## config.mk

```make
export PLATFORM = sky130hd
export DESIGN_NAME = barrido_compuertas
export DESIGN_NICKNAME = d
export VERILOG_FILES = /design/src/rtl/barrido_compuertas.sv
export SDC_FILE = /design/constraint.sdc
export NUM_CORES = 1
export LEC_CHECK = 0
export CAP_MARGIN = 10
export CORE_ASPECT_RATIO = 2
export CORE_MARGIN = 10
export CORE_UTILIZATION = 57
export CTS_BUF_LIST = sky130_fd_sc_hd__clkbuf_4
export DETAILED_ROUTE_END_ITERATION = 8
export PLACE_DENSITY = 0.88
export SLEW_MARGIN = 30
export SYNTH_ARGS = -nofsm -noshare
export SYNTH_HDL_FRONTEND = slang
export SYNTH_SLANG_ARGS = --single-unit
```

## constraint.sdc

```tcl
create_clock -name reloj -period 5.86 [get_ports reloj]
set_input_delay 0.586 -clock reloj [delete_from_list [all_inputs] [get_ports reloj]]
set_output_delay 0.586 -clock reloj [all_outputs]
set_load 0.02 [all_outputs]
```

## src/rtl/barrido_compuertas.sv

```systemverilog
// Sweep stage for the two-input gate array: steps {entrada1,entrada2} through 00..11,
// captures the eight gate outputs per combination into a 32-bit table and checks it.
module barrido_compuertas #(
    parameter int unsigned ESPERA   = 4,
    parameter logic [31:0] ESPERADO = 32'hA3163ED8
) (
    input  logic        reloj,
    input  logic        reset,
    input  logic        inicio,
    output logic        entrada1,
    output logic        entrada2,
    input  logic [7:0]  obs,
    output logic        ocupado,
    output logic        listo,
    output logic        error,
    output logic [1:0]  indice_falla,
    output logic [31:0] tabla
);

    typedef enum logic [1:0] {REPOSO, APLICAR, FIN} estado_t;

    localparam logic [7:0] ULTIMO = 8'(ESPERA - 1);

    estado_t     estado_q, estado_d;
    logic [7:0]  contador_q, contador_d;
    logic [1:0]  k_q, k_d;
    logic [1:0]  entradas_q, entradas_d;
    logic [31:0] tabla_q, tabla_d;
    logic        falla_q, falla_d;
    logic [1:0]  idx_q, idx_d;
    logic        error_q, error_d;
    logic [1:0]  indice_q, indice_d;

    logic        captura;
    logic [7:0]  byte_esperado;

    assign captura       = (estado_q == APLICAR) && (contador_q == ULTIMO);
    assign byte_esperado = ESPERADO[{k_q, 3'b000} +: 8];

    always_comb begin
        // NOTE: every next-state signal gets its hold value first so no path leaves it unassigned (no latch).
        estado_d   = estado_q;
        contador_d = contador_q;
        k_d        = k_q;
        entradas_d = entradas_q;
        tabla_d    = tabla_q;
        falla_d    = falla_q;
        idx_d      = idx_q;
        error_d    = error_q;
        indice_d   = indice_q;

        case (estado_q)
            REPOSO: begin
                if (inicio) begin
                    estado_d   = APLICAR;
                    contador_d = '0;
                    k_d        = '0;
                    entradas_d = 2'b00;
                    falla_d    = 1'b0;
                    idx_d      = '0;
                    error_d    = 1'b0;
                    indice_d   = '0;
                end
            end
            APLICAR: begin
                if (!captura) begin
                    contador_d = contador_q + 8'd1;
                end else begin
                    tabla_d[{k_q, 3'b000} +: 8] = obs;
                    // Only the first mismatching combination of the sweep is recorded.
                    if (obs != byte_esperado && !falla_q) begin
                        falla_d = 1'b1;
                        idx_d   = k_q;
                    end
                    if (k_q != 2'd3) begin
                        k_d        = k_q + 2'd1;
                        entradas_d = k_q + 2'd1;
                        contador_d = '0;
                    end else begin
                        estado_d = FIN;
                        error_d  = falla_d;
                        indice_d = idx_d;
                    end
                end
            end
            FIN:     estado_d = REPOSO;
            default: estado_d = REPOSO;
        endcase
    end

    // NOTE: reset is synchronous, so it only sits inside the clocked branch, not in the sensitivity list.
    always_ff @(posedge reloj) begin
        if (reset) begin
            estado_q   <= REPOSO;
            contador_q <= '0;
            k_q        <= '0;
            entradas_q <= 2'b00;
            tabla_q    <= '0;
            falla_q    <= 1'b0;
            idx_q      <= '0;
            error_q    <= 1'b0;
            indice_q   <= '0;
        end else begin
            // NOTE: state registers use non-blocking assignments so all update together at the edge.
            estado_q   <= estado_d;
            contador_q <= contador_d;
            k_q        <= k_d;
            entradas_q <= entradas_d;
            tabla_q    <= tabla_d;
            falla_q    <= falla_d;
            idx_q      <= idx_d;
            error_q    <= error_d;
            indice_q   <= indice_d;
        end
    end

    assign entrada1     = entradas_q[1];
    assign entrada2     = entradas_q[0];
    assign ocupado      = (estado_q == APLICAR);
    assign listo        = (estado_q == FIN);
    assign error        = error_q;
    assign indice_falla = indice_q;
    assign tabla        = tabla_q;

endmodule

```

==> metrics.txt <==
# TYPE chip_impl_metric gauge
chip_impl_info{name="run_status",value="finished clean"} 1
chip_impl_metric{name="clkSinkCount",unit=""} 50
chip_impl_info{name="end_kind",value="output pin"} 1
chip_impl_metric{name="critical_path_required",unit="ns"} 5.27
chip_impl_metric{name="worst_setup_hold_path_clk_slew",unit="ns"} 0.13
chip_impl_info{name="worstHoldPathType",value="flip-flop to flip-flop"} 1
chip_impl_info{name="worstSetupPathType",value="flip-flop to output pin"} 1
chip_impl_metric{name="max_clock_freq",unit="MHz"} 366.3
chip_impl_info{name="hp-start",value="tabla[26]"} 1
chip_impl_metric{name="detail_route.wl_per_cell",unit="um"} 18.15
chip_impl_metric{name="number_of_register_bits_inferred_by_synthesis",unit=""} 50
chip_impl_metric{name="routabilityCongestion",unit=""} 0.8787
chip_impl_metric{name="async_reset_ff_share",unit="%"} 0
chip_impl_metric{name="grt_start_max_net_pins",unit=""} 41
chip_impl_metric{name="die_area",unit="um^2"} 7342
chip_impl_info{name="cts_tree",value="done"} 1
chip_impl_metric{name="drt_pass1_iterations",unit=""} 4
chip_impl_metric{name="buffers_inverters_on_critical_path",unit=""} 1
chip_impl_metric{name="post-cts-setup-buffer-count",unit=""} 0
chip_impl_metric{name="antenna_cells",unit=""} 0
chip_impl_metric{name="drt_drc_violations_left",unit=""} 0
chip_impl_metric{name="stdcell_count",unit=""} 365
chip_impl_metric{name="yosys.cell_types.count",unit=""} 46
chip_impl_info{name="critical_path.cell_chain",value="nor2b_1 > clkdlybuf4s50_1"} 1
chip_impl_metric{name="area_growth",unit="%"} 22.71
chip_impl_metric{name="post-route-min-period",unit="ns"} 2.730
chip_impl_metric{name="critical-path-max-stage-delay",unit="ns"} 0.73
chip_impl_metric{name="cap_viol_max_count",unit=""} 0
chip_impl_metric{name="finalCritPeriodShare",unit="%"} 46.58
chip_impl_metric{name="reg2reg_slack",unit="ns"} 3.32
chip_impl_metric{name="yosysWarningCount",unit=""} 0
chip_impl_metric{name="fin_nets",unit=""} 335
chip_impl_info{name="worstHoldEndpoint",value="tabla[26]"} 1
chip_impl_metric{name="fill_cells",unit=""} 330
chip_impl_metric{name="worst_r2r_path_depth",unit=""} 8
chip_impl_metric{name="post_drt_via_cell_ratio",unit=""} 6.247
chip_impl_metric{name="cts_max_path_buffers",unit=""} 2
chip_impl_metric{name="route.final.wire_length",unit="mm"} 6.624
chip_impl_metric{name="vias",unit=""} 2280
chip_impl_metric{name="ios",unit=""} 50
chip_impl_metric{name="placed_cells",unit=""} 358
chip_impl_metric{name="drtAntennaViolNets",unit=""} 0
chip_impl_metric{name="worst_pin_slew",unit="ns"} 0.7808
chip_impl_metric{name="setup_total_negative_slack",unit="ns"} 0
chip_impl_metric{name="antenna_found_initial",unit=""} 0
chip_impl_metric{name="peakVddDrop",unit="mV"} 0.1680
chip_impl_info{name="timing.rr.end",value="idx_q[0]"} 1
chip_impl_metric{name="grt_overflow",unit=""} 0
chip_impl_metric{name="clock_latency",unit="ns"} 0.37
chip_impl_metric{name="starting_density_of_the_core",unit="%"} 58.49
chip_impl_metric{name="dpl_cell_area",unit="um^2"} 2863
chip_impl_metric{name="cts-hold-fix-buffers",unit=""} 0
chip_impl_metric{name="relSlewSlack",unit="%"} 47.55
chip_impl_metric{name="total_leakage_power",unit="nW"} 0.9824
chip_impl_metric{name="first_iter_violations",unit=""} 77
chip_impl_metric{name="synth_sequential_area_ratio",unit="%"} 41.86
chip_impl_info{name="crit_path_start_kind",value="flip-flop"} 1
chip_impl_info{name="critical_path.top_delay_family",value="buffers and inverters"} 1
chip_impl_info{name="rsz0062_at_grt",value="false"} 1
chip_impl_metric{name="report.final.hold_viol_count",unit=""} 0
chip_impl_metric{name="worstPathMaxFanout",unit=""} 8
chip_impl_metric{name="timing.clock.skew",unit="ns"} 0.007854
chip_impl_metric{name="stdcell_area",unit="um^2"} 2934
chip_impl_metric{name="critPathArrivalTime",unit="ns"} 2.14
chip_impl_info{name="critical_path.reg2reg.startpoint",value="entradas_q[0]"} 1
chip_impl_metric{name="overall_power_consumption",unit="W"} 0.0005763
chip_impl_metric{name="grtUsageTotal",unit="%"} 18.08
chip_impl_metric{name="holdPathStages",unit=""} 2
chip_impl_metric{name="synth-edff-count",unit=""} 0
chip_impl_metric{name="numPortBuffers",unit=""} 49
chip_impl_metric{name="final-max-slew-violation-count",unit=""} 0
chip_impl_metric{name="fp.coreArea",unit="um^2"} 4088
chip_impl_info{name="synth_top_flop_cell",value="sky130_fd_sc_hd__dfxtp_1"} 1
chip_impl_metric{name="detailed_place_hpwl",unit="mm"} 4.737
chip_impl_metric{name="die_x",unit="um"} 65.80
chip_impl_metric{name="syn_area",unit="um^2"} 2391
chip_impl_metric{name="cts.htree.levels",unit=""} 2
chip_impl_metric{name="grt_first_pass_wirelength",unit="mm"} 10.84
chip_impl_metric{name="cts_inserted_buffers",unit=""} 5
chip_impl_metric{name="die_height",unit="um"} 111.6
chip_impl_metric{name="post_cts_resize_count",unit=""} 0
chip_impl_metric{name="core.rowCount",unit=""} 33
chip_impl_metric{name="synth.net_count",unit=""} 295
chip_impl_metric{name="grt_pass1_vias",unit=""} 2251
chip_impl_metric{name="post_route_cells_drive_above_1_share",unit="%"} 5.431
chip_impl_metric{name="avgSynthCellArea",unit="um^2"} 8.758
chip_impl_info{name="clk_root_buf",value="sky130_fd_sc_hd__clkbuf_4"} 1
chip_impl_metric{name="timing.final.setup_violations",unit=""} 0
chip_impl_metric{name="power_dens_cells",unit="nW/um^2"} 196.4
chip_impl_metric{name="synthesis.instances",unit=""} 273
chip_impl_metric{name="postLayoutCoreUtil",unit="%"} 71.78
chip_impl_info{name="max_stage_delay_cell_worst_path",value="sky130_fd_sc_hd__clkdlybuf4s50_1"} 1
## kinds of logic (layout without fill, tap and decap cells)
logic type	after synthesis	in the layout	share of synthesized area [%]
AND/OR/NAND/NOR	125	125	29.46
multiplexers	3	3	1.256
adder cells (fa/ha/maj)	11	11	5.756
XOR/XNOR	9	9	3.297
flip-flops	50	50	41.86
AO/OA/AOI/OAI	53	53	13.76
buffers and inverters	22	62	4.605
## power breakdown
part	total [W]	switching (W)	internal [W]
Sequential	0.000345	0.00000289	0.000342
Clock	0.000193	0.000106	0.0000864
Combinational	0.0000387	0.0000232	0.0000156
Total	0.000576	0.000132	0.000444
## state kept, by name, summed over array words and instances (netlist names)
register	count
contador_q	8
entradas_q	2
error	1
estado_q	2
falla_q	1
idx_q	2
indice_falla	2
tabla	32
## Yosys cell counts (all sizes together) (2+ instances only)
cell type | n | area, um^2
nor3 | 4 | 25.02
nor4 | 2 | 12.51
o21ba | 2 | 20.02
a21oi | 34 | 170.2
buf | 8 | 56.30
ha | 11 | 137.6
xor2 | 7 | 61.31
nand2 | 38 | 142.6
inv | 5 | 18.77
nor2 | 11 | 41.29
o2111ai | 3 | 26.28
nand2b | 5 | 31.28
dfxtp | 50 | 1001
or3 | 2 | 12.51
a41oi | 2 | 17.52
xnor2 | 2 | 17.52
nand4 | 41 | 269.0
nor2b | 5 | 31.28
nand3 | 6 | 30.03
nor3b | 2 | 15.01
clkbuf | 9 | 35.03
mux2i | 3 | 30.03
o21ai | 2 | 10.00
and3 | 4 | 28.78
## layout by cell type (no fill, tap or decap), types with 3 or more instances in the layout
master                            count
sky130_fd_sc_hd__nand2_1             38
sky130_fd_sc_hd__and3_2               3
sky130_fd_sc_hd__nand2b_1             5
sky130_fd_sc_hd__a21oi_1             34
sky130_fd_sc_hd__dfxtp_1             50
sky130_fd_sc_hd__nor2b_1              5
sky130_fd_sc_hd__nor3_1               3
sky130_fd_sc_hd__ha_1                11
sky130_fd_sc_hd__o2111ai_1            3
sky130_fd_sc_hd__nand3_1              6
sky130_fd_sc_hd__nor2_1              11
sky130_fd_sc_hd__clkdlybuf4s50_1     49
sky130_fd_sc_hd__clkbuf_4             5
sky130_fd_sc_hd__nand4_1             39
sky130_fd_sc_hd__inv_1                5
sky130_fd_sc_hd__mux2i_1              3
sky130_fd_sc_hd__xor2_1               7
## per-layer routing
metal / GRT usage, % / share of wire [%] / vias up / wire length, um
li1: - / - / 1080 / -
met1: 17.97 / 36 / 1100 / 2403
met2: 32.17 / 53 / 82 / 3531
met3: 5.020 / 6.9 / 18 / 459
met4: 9.339 / 3.5 / 0 / 229
met5: 0 / 0 / - / 0
## worst reg2reg max path: stages, from the launching register on
cell and delay (ns):
sky130_fd_sc_hd__dfxtp_1 0.60, sky130_fd_sc_hd__inv_1 0.21, sky130_fd_sc_hd__ha_1 0.29, sky130_fd_sc_hd__inv_1 0.13, sky130_fd_sc_hd__ha_1 0.24, sky130_fd_sc_hd__nor2b_1 0.18
sky130_fd_sc_hd__o2111ai_1 0.26, sky130_fd_sc_hd__o211ai_1 0.34, sky130_fd_sc_hd__mux2i_1 0.22
## area by class of cell
type,instances,area (um^2),share of cell area [%]
inverters,5,18.77,0.6397
clock inverters,2,33.78,1.151
multi-input cells,201,1280,43.62
repair buffers,50,498.0,16.97
flip-flops and latches,50,1001,34.12
clock buffers,5,37.54,1.279
well taps,52,65.06,2.217
## worst max-delay path by stage
stage                             start              end  slack, ns  cells past startpoint
after CTS                   estado_q[0]          ocupado       3.13                      2
after detailed placement          reset  indice_falla[0]       3.36                      6
after floorplan           entradas_q[0]         idx_q[0]       3.63                      9
after global routing        estado_q[0]          ocupado       3.01                      2
final                       estado_q[0]          ocupado       3.13                      2
after global placement            reset  indice_falla[0]       3.41                      6
## stage by stage
stage	hold WS, ns	setup slack, ns
5_1_grt	0.4805	3.008
6_report	0.4582	3.130
3_3_place_gp	0.4397	3.413
3_5_place_dp	0.4437	3.363
2_1_floorplan	0.4512	3.632
4_1_cts	0.4617	3.134
Note: power is estimated with default switching activity, not from simulation.
